[src/rtl/arb_mux.sv]
// arb_mux: merges CHANNELS valid/ready input streams onto one
// registered output stream, fixed-priority (MODE 0) or round-robin (MODE 1).
//
// Ports:
//   clk      system clock, rising edge
//   reset    asynchronous, active-high
//   i_data   packed input data, channel k at [k*WIDTH +: WIDTH]
//   i_valid  per-channel valid
//   o_ready  per-channel ready, one-hot or zero
//   o_data   registered output data
//   o_valid  output register holds a beat
//   o_sel    channel that supplied o_data
//   i_ready  downstream ready
module arb_mux #(
   parameter int WIDTH     = 16,
   parameter int CHANNELS  = 4,
   parameter int MODE      = 1,
   parameter int SEL_WIDTH = $clog2(CHANNELS)
) (
   input  logic                      clk,
   input  logic                      reset,
   input  logic [CHANNELS*WIDTH-1:0] i_data,
   input  logic [CHANNELS-1:0]       i_valid,
   output logic [CHANNELS-1:0]       o_ready,
   output logic [WIDTH-1:0]          o_data,
   output logic                      o_valid,
   output logic [SEL_WIDTH-1:0]      o_sel,
   input  logic                      i_ready
);

   localparam logic [SEL_WIDTH:0] NCH = (SEL_WIDTH+1)'(CHANNELS);

   logic                 load_en;
   logic                 any_valid;
   logic                 accept;
   logic                 found;
   logic [SEL_WIDTH-1:0] rr_ptr;
   logic [SEL_WIDTH-1:0] base;
   logic [SEL_WIDTH-1:0] idx;
   logic [SEL_WIDTH:0]   sum;
   logic [SEL_WIDTH-1:0] grant;
   logic [SEL_WIDTH-1:0] nxt_ptr;
   logic [WIDTH-1:0]     sel_data;

   // Output register is empty or being drained this cycle.
   assign load_en   = !o_valid || i_ready;
   assign any_valid = |i_valid;
   assign accept    = load_en && any_valid;

   // Search starts at base and wraps; base is pinned to 0 in
   // fixed-priority mode so the lowest valid index wins.
   always_comb begin
      grant = '0;
      found = 1'b0;
      sum   = '0;
      idx   = '0;
      base  = (MODE == 1) ? rr_ptr : '0;
      for (int i = 0; i < CHANNELS; i++) begin
         sum = {1'b0, base} + (SEL_WIDTH+1)'(i);
         if (sum >= NCH)
            sum = sum - NCH;
         idx = sum[SEL_WIDTH-1:0];
         if (!found && i_valid[idx]) begin
            found = 1'b1;
            grant = idx;
         end
      end
   end

   always_comb begin
      sel_data = '0;
      for (int k = 0; k < CHANNELS; k++) begin
         if (grant == SEL_WIDTH'(k))
            sel_data = i_data[k*WIDTH +: WIDTH];
      end
   end

   assign nxt_ptr = (grant == SEL_WIDTH'(CHANNELS-1)) ?
                    '0 : grant + SEL_WIDTH'(1);

   assign o_ready = accept ?
                    (CHANNELS'(1) << grant) : '0;

   always_ff @(posedge clk or posedge reset) begin
      if (reset) begin
         o_valid <= 1'b0;
         o_data  <= '0;
         o_sel   <= '0;
         rr_ptr  <= '0;
      end else if (accept) begin
         o_valid <= 1'b1;
         o_data  <= sel_data;
         o_sel   <= grant;
         if (MODE == 1)
            rr_ptr <= nxt_ptr;
      end else if (i_ready) begin
         // Drained with nothing new: data/sel keep last values.
         o_valid <= 1'b0;
      end
   end

endmodule

[config.mk]
export PLATFORM = sky130hd
export DESIGN_NAME = arb_mux
export DESIGN_NICKNAME = d
export VERILOG_FILES = /design/src/rtl/arb_mux.sv
export SDC_FILE = /design/constraint.sdc
export NUM_CORES = 1
export LEC_CHECK = 0
export ABC_CLOCK_PERIOD_IN_PS = 4500
export CORE_MARGIN = 4
export CORE_UTILIZATION = 30
export DETAILED_ROUTE_END_ITERATION = 12
export PLACE_DENSITY_LB_ADDON = 0.08
export SYNTH_ARGS = -nofsm -noshare
export SYNTH_HDL_FRONTEND = slang
export SYNTH_SLANG_ARGS = --single-unit
[constraint.sdc]
create_clock -name clk -period 4.5 [get_ports clk]
set_input_delay 0.675 -clock clk [delete_from_list [all_inputs] [get_ports clk]]
set_output_delay 0.675 -clock clk [all_outputs]
set_load 0.05 [all_outputs]
* After elaboration in Yosys (flattened, before gate mapping) *
Index checks and enable logic that the tools add are counted.

storage, ports and cells
  flip-flop bits (word level) = 21
  output and inout port bits = 23

operators by class
  add/subtract/negate cells = 8
  magnitude comparators = 8
  eq/ne operators = 3
  shift-type cells = 1
  muxes and demuxes = 27
  reductions and logical operators = 12

operator list
  operator               count
  $mux W16               4
  $mux W2                9
  $lt A2 B3 Y1 const B   4
  $ge A3 B3 Y1 const B   3
  $mux W1                9
  $bmux W1 S2            4
  $sub A2 B1 Y2 const B  4
  $add A2 B2 Y3 const B  2
  $eq A2 B2 Y1 const B   2
  $logic_and A1 B1 Y1    4
  $logic_not A1 Y1       4
  $mux W4                1
  $reduce_or A4 Y1       1
  $shl A1 B2 Y4 const A  1
  $add A2 B1 Y3 const B  1
  $ge A2 B3 Y1 const B   1
  $add A2 B1 Y2 const B  1
  $eq A2 B1 Y1 const B   1
  $logic_not A2 Y1       1
  $reduce_bool A2 Y1     1
  $logic_or A1 B1 Y1     1

* Longest topological paths before layout *
  depth after elaboration = 19
  mapped depth = 11
  gate-level depth less buffers = 9

* Worst setup path after synthesis *
OpenSTA, ideal clock, no wires.

  path kind = input to output
  start point = input port i_valid[2]
  end point = output port o_ready[3]
  data arrival time = 2.292 ns
  data required time = 3.825 ns
  path slack = 1.533 ns
  stages = 8
  buffers on the path = 2
  cells stage by stage = nor2b_1 -> nor3b_1 -> o22ai_1 -> inv_1 -> ha_1 -> clkbuf_1 -> clkbuf_1 -> and2_1

between the ends
  word-level cells in the longest chain between the ends = 14
  elaborated cells between the ends (all ways) = 25
  those cells by class = 1 x shift; 16 x mux; 8 x reduce/logical

ends and longest elaborated chain
  what                           line  text
  from (decl)                    23    input logic [CHANNELS-1:0] i_valid,
  $bmux W1 S2                    63    if (!found && i_valid[idx]) begin
  $mux W1 (not written as such)  63
  $mux W1                        63
  $logic_not A1 Y1               63
  $logic_and A1 B1 Y1            63
  $mux W1                        63
  $logic_not A1 Y1               63
  $logic_and A1 B1 Y1            63
  $mux W1                        63
  $logic_not A1 Y1               63
  $logic_and A1 B1 Y1            63
  $mux W2 *                      63
  named net grant[0]             41    logic [SEL_WIDTH-1:0] grant;
  $shl A1 B2 Y4 *                82    (CHANNELS'(1) << grant) : '0;
  $mux W4 *                      81    assign o_ready = accept ?
  to (decl)                      24    output logic [CHANNELS-1:0] o_ready,

The timed path passes the listed nets; every way through them passes the cells marked *. The select of a mux whose other input is x is not followed.

* Worst setup path after layout *
  start point = input port i_valid[2]
  end point = output port o_ready[0]

between the ends
  word-level cells in the longest chain between the ends = 14
  elaborated cells between the ends (all ways) = 25
  those cells by class = 1 x shift; 16 x mux; 8 x reduce/logical

ends and longest elaborated chain
  what                           line
  $bmux W1 S2                    63
  $mux W1 (not written as such)  63
  $mux W1                        63
  $logic_not A1 Y1               63
  $logic_and A1 B1 Y1            63
  $mux W1                        63
  $logic_not A1 Y1               63
  $logic_and A1 B1 Y1            63
  $mux W1                        63
  $logic_not A1 Y1               63
  $logic_and A1 B1 Y1            63
  $mux W2                        63
  $shl A1 B2 Y4                  82
  $mux W4 *                      81

Every way passes the cells marked *; elsewhere a longest branch is shown, timed or not. The select of a mux whose other input is x is not followed.

==> flow_metrics.py <==
metrics = {
    "floorplan": {
        "dieArea_mm2": 0.00610,
        "row_count": 25,
        "die_w_um": 78.1,
        "core-area_mm2": 0.00475,
        "die_h_um": 78.1,
        "ios": 94,
        "floorplan.initialDensity_pct": 31.0,
    },
    "place": {
        "detailed_place_hpwl_um": 3520,
        "place.gp.congestion": 0.746,
        "io_buffers": 93,
    },
    "setup_path": {
        "crit_path_start_kind": "input port",
        "rr_endpoint": "o_data[15]",
        "critPathMaxFanout": 5,
        "r2r_setup_slack_ns": 2.00,
        "rr_startpoint": "base[0]",
        "crit_required_ns": 3.83,
        "crit_arrival_ns": 3.08,
        "critical_path_class": "input port to output port",
        "critPathCaptureType": "output port",
        "reg2reg_depth": 9,
    },
    "timing": {
        "clock_skew_ns": 0.00376,
        "setup_viol": 0,
        "hold_violations": 0,
        "worstMarginPinSlew_ns": 0.829,
        "period_minus_slack_ns": 3.76,
        "period_share_pct": 83.5,
        "fin_setup_tns_ns": 0,
        "finalMaxSlewViolations": 0,
        "rsz0062_at_grt": "false",
        "fmax_mhz": 266,
        "slew_headroom_pct": 44.7,
    },
    "cells_and_area": {
        "final_nets": 333,
        "drive_gt1_share_pct": 9.34,
        "final_common_cell": "clkdlybuf4s50_1",
        "antenna_cells": 0,
        "area_growth_pct": 68.9,
        "mostFrequentLayoutCells": "clkdlybuf4s50_1, a21oi_1, dfrtp_1",
    },
    "yosys": {
        "synth_top_cell_area_share_pct": 35.7,
        "synth-compound-area-share_pct": 35.1,
        "synth_cell_types": 27,
        "synth_nets": 246,
        "synth_top_cell_by_area": "dfrtp_1",
        "synthMuxAreaShare_pct": 0.764,
        "synth_adder_area_share_pct": 3.40,
        "ys_seq_area_share_pct": 35.7,
        "synth-simple-area-share_pct": 13.5,
        "synth_cells": 171,
        "avgSynthCellArea_um2": 8.62,
        "netlist_area_mm2": 0.00147,
        "ys_warn_count": 0,
        "synthXorXnorAreaFrac_pct": 0,
        "yosys-top-cells-area": "dfrtp_1, a221oi_1, a211o_1, a21oi_1, a21oi_2",
        "synth_seq_cells": 21,
        "synth_top_family_by_area": "compound AO/OA/AOI/OAI gates",
    },
    "drt": {
        "ant_nets": 0,
        "vias": 1575,
        "wire_per_inst_um": 14.8,
        "viasPerCell": 4.86,
        "drt_iter0_drc": 49,
        "drc_errors": 0,
        "routed_wl_um": 4810,
        "dr.pass1.iters": 4,
    },
    "clock_tree": {
        "root_buffer": "clkbuf_8",
        "cts.sinks": 21,
        "cts_buffers": 3,
        "cts_setup_buffers": 0,
        "cts_tree": "yes",
        "cts.htree.levels": 1,
        "max-clock-path-buffers": 2,
        "clkLatencyLatePin_ns": 0.26,
        "path_clk_slew_ns": 0.08,
        "postCtsResizedCells": 0,
        "ctsHoldBuffers": 0,
    },
    "grt": {
        "grt_max_degree": 34,
        "track_usage_pct": 15.2,
        "grt_overflow": 0,
        "antenna_found_initial": 0,
        "grt_pass1_vias": 1487,
        "grt_pass1_wl_um": 7380,
    },
    "job": {
        "cap_violations": 0,
    },
    "worst_hold_path": {
        "holdPathEnd": "o_sel[0]",
        "hold_depth": 2,
        "hp-start": "o_sel[0]",
        "holdCritPathClass": "register to register",
    },
    "power": {
        "power.density_mw_per_mm2": 608,
        "peakVddDrop_v": 0.000313,
        "totalPowerFinal_mw": 1.51,
        "leakagePower_nw": 1.05,
    },
    "status": {
        "run_status": "completed",
    },
}
==> area by class of cell <==
class | instances | area (um^2)
tap | 67 | 83.8
clock buffer | 4 | 45.0
inverter | 20 | 75.1
timing repair buffer | 97 | 978
sequential | 21 | 526
multi-input combinational | 115 | 782
fill | 473 | 2260
==> metal layers <==
layer	global-route usage (%)	vias up	routed length (um)
li1	-	779	-
met1	21.0	739	2250
met2	24.1	55	2210
met3	3.21	2	324
met4	3.67	0	25
met5	0	-	0
==> cell usage after synthesis <==
| cell | count |
|---|---|
| dfrtp_1 | 21 |
| buf_4 | 2 |
| and2_1 | 4 |
| o21ai_1 | 3 |
| a211oi_1 | 1 |
| a21o_1 | 1 |
| nor3_1 | 1 |
| inv_2 | 1 |
| nor4_4 | 1 |
| o21bai_1 | 1 |
| nor2_1 | 18 |
| clkbuf_1 | 5 |
| a211o_1 | 15 |
| nor2b_1 | 4 |
| ha_1 | 4 |
| clkbuf_8 | 1 |
| a221oi_1 | 16 |
| inv_1 | 19 |
| nor2b_4 | 1 |
| buf_2 | 5 |
| buf_6 | 2 |
| o22ai_1 | 1 |
| a21oi_1 | 23 |
| mux2_1 | 1 |
| nor3b_1 | 1 |
| nand2_1 | 9 |
| a21oi_2 | 10 |
==> registers in the layout, summed over array words and instances, names as in the netlist <==
register	cells
base	2
o_data	16
o_sel	2
o_valid	1
==> metrics by stage <==
stage	worst slack, ns	util [%]	std cells	hold WS [ns]	cell area [um^2]
2_1_floorplan	1.53	-	171	0.482	1470
3_3_place_gp	0.829	51.4	320	0.498	2440
3_5_place_dp	0.745	51.4	320	0.480	2440
4_1_cts	0.737	52.4	324	0.513	2490
5_1_grt	0.645	52.4	324	0.535	2490
6_report	0.741	52.4	324	0.501	2490
==> logic make-up after synthesis <==
kind of cell	Yosys count
AOI/OAI and AO/OA	71
adders and majority gates	4
buffers and inverters	35
DFF	21
muxes	1
and+or+nand+nor	39
==> power breakdown <==
part	total, mW	leakage (nW)	switching [mW]	internal [mW]
Clock	0.124	0.0228	0.0613	0.0630
Combinational	1.06	0.783	0.642	0.419
Sequential	0.328	0.242	0.0513	0.277
Total	1.51	1.05	0.755	0.759
==> worst max-delay path by stage <==
stage,cells past startpoint,end,slack (ns),from
global placement,7,o_ready[0],0.83,i_valid[0]
finish,7,o_ready[0],0.74,i_valid[2]
floorplan,8,o_ready[3],1.53,i_valid[2]
CTS,7,o_ready[0],0.74,i_valid[2]
detailed placement,7,o_ready[0],0.75,i_valid[2]
global route,7,o_ready[0],0.65,i_valid[2]
==> worst max-delay path, cell delays in order <==
cell and delay, ns:
clkdlybuf4s50_1 0.54, nor2b_1 0.20, nor3b_1 0.07, o22ai_1 0.34, ha_1 0.28, and2_1 0.14
clkdlybuf4s50_1 0.83
No activity file was read; power rests on OpenSTA's default activity.
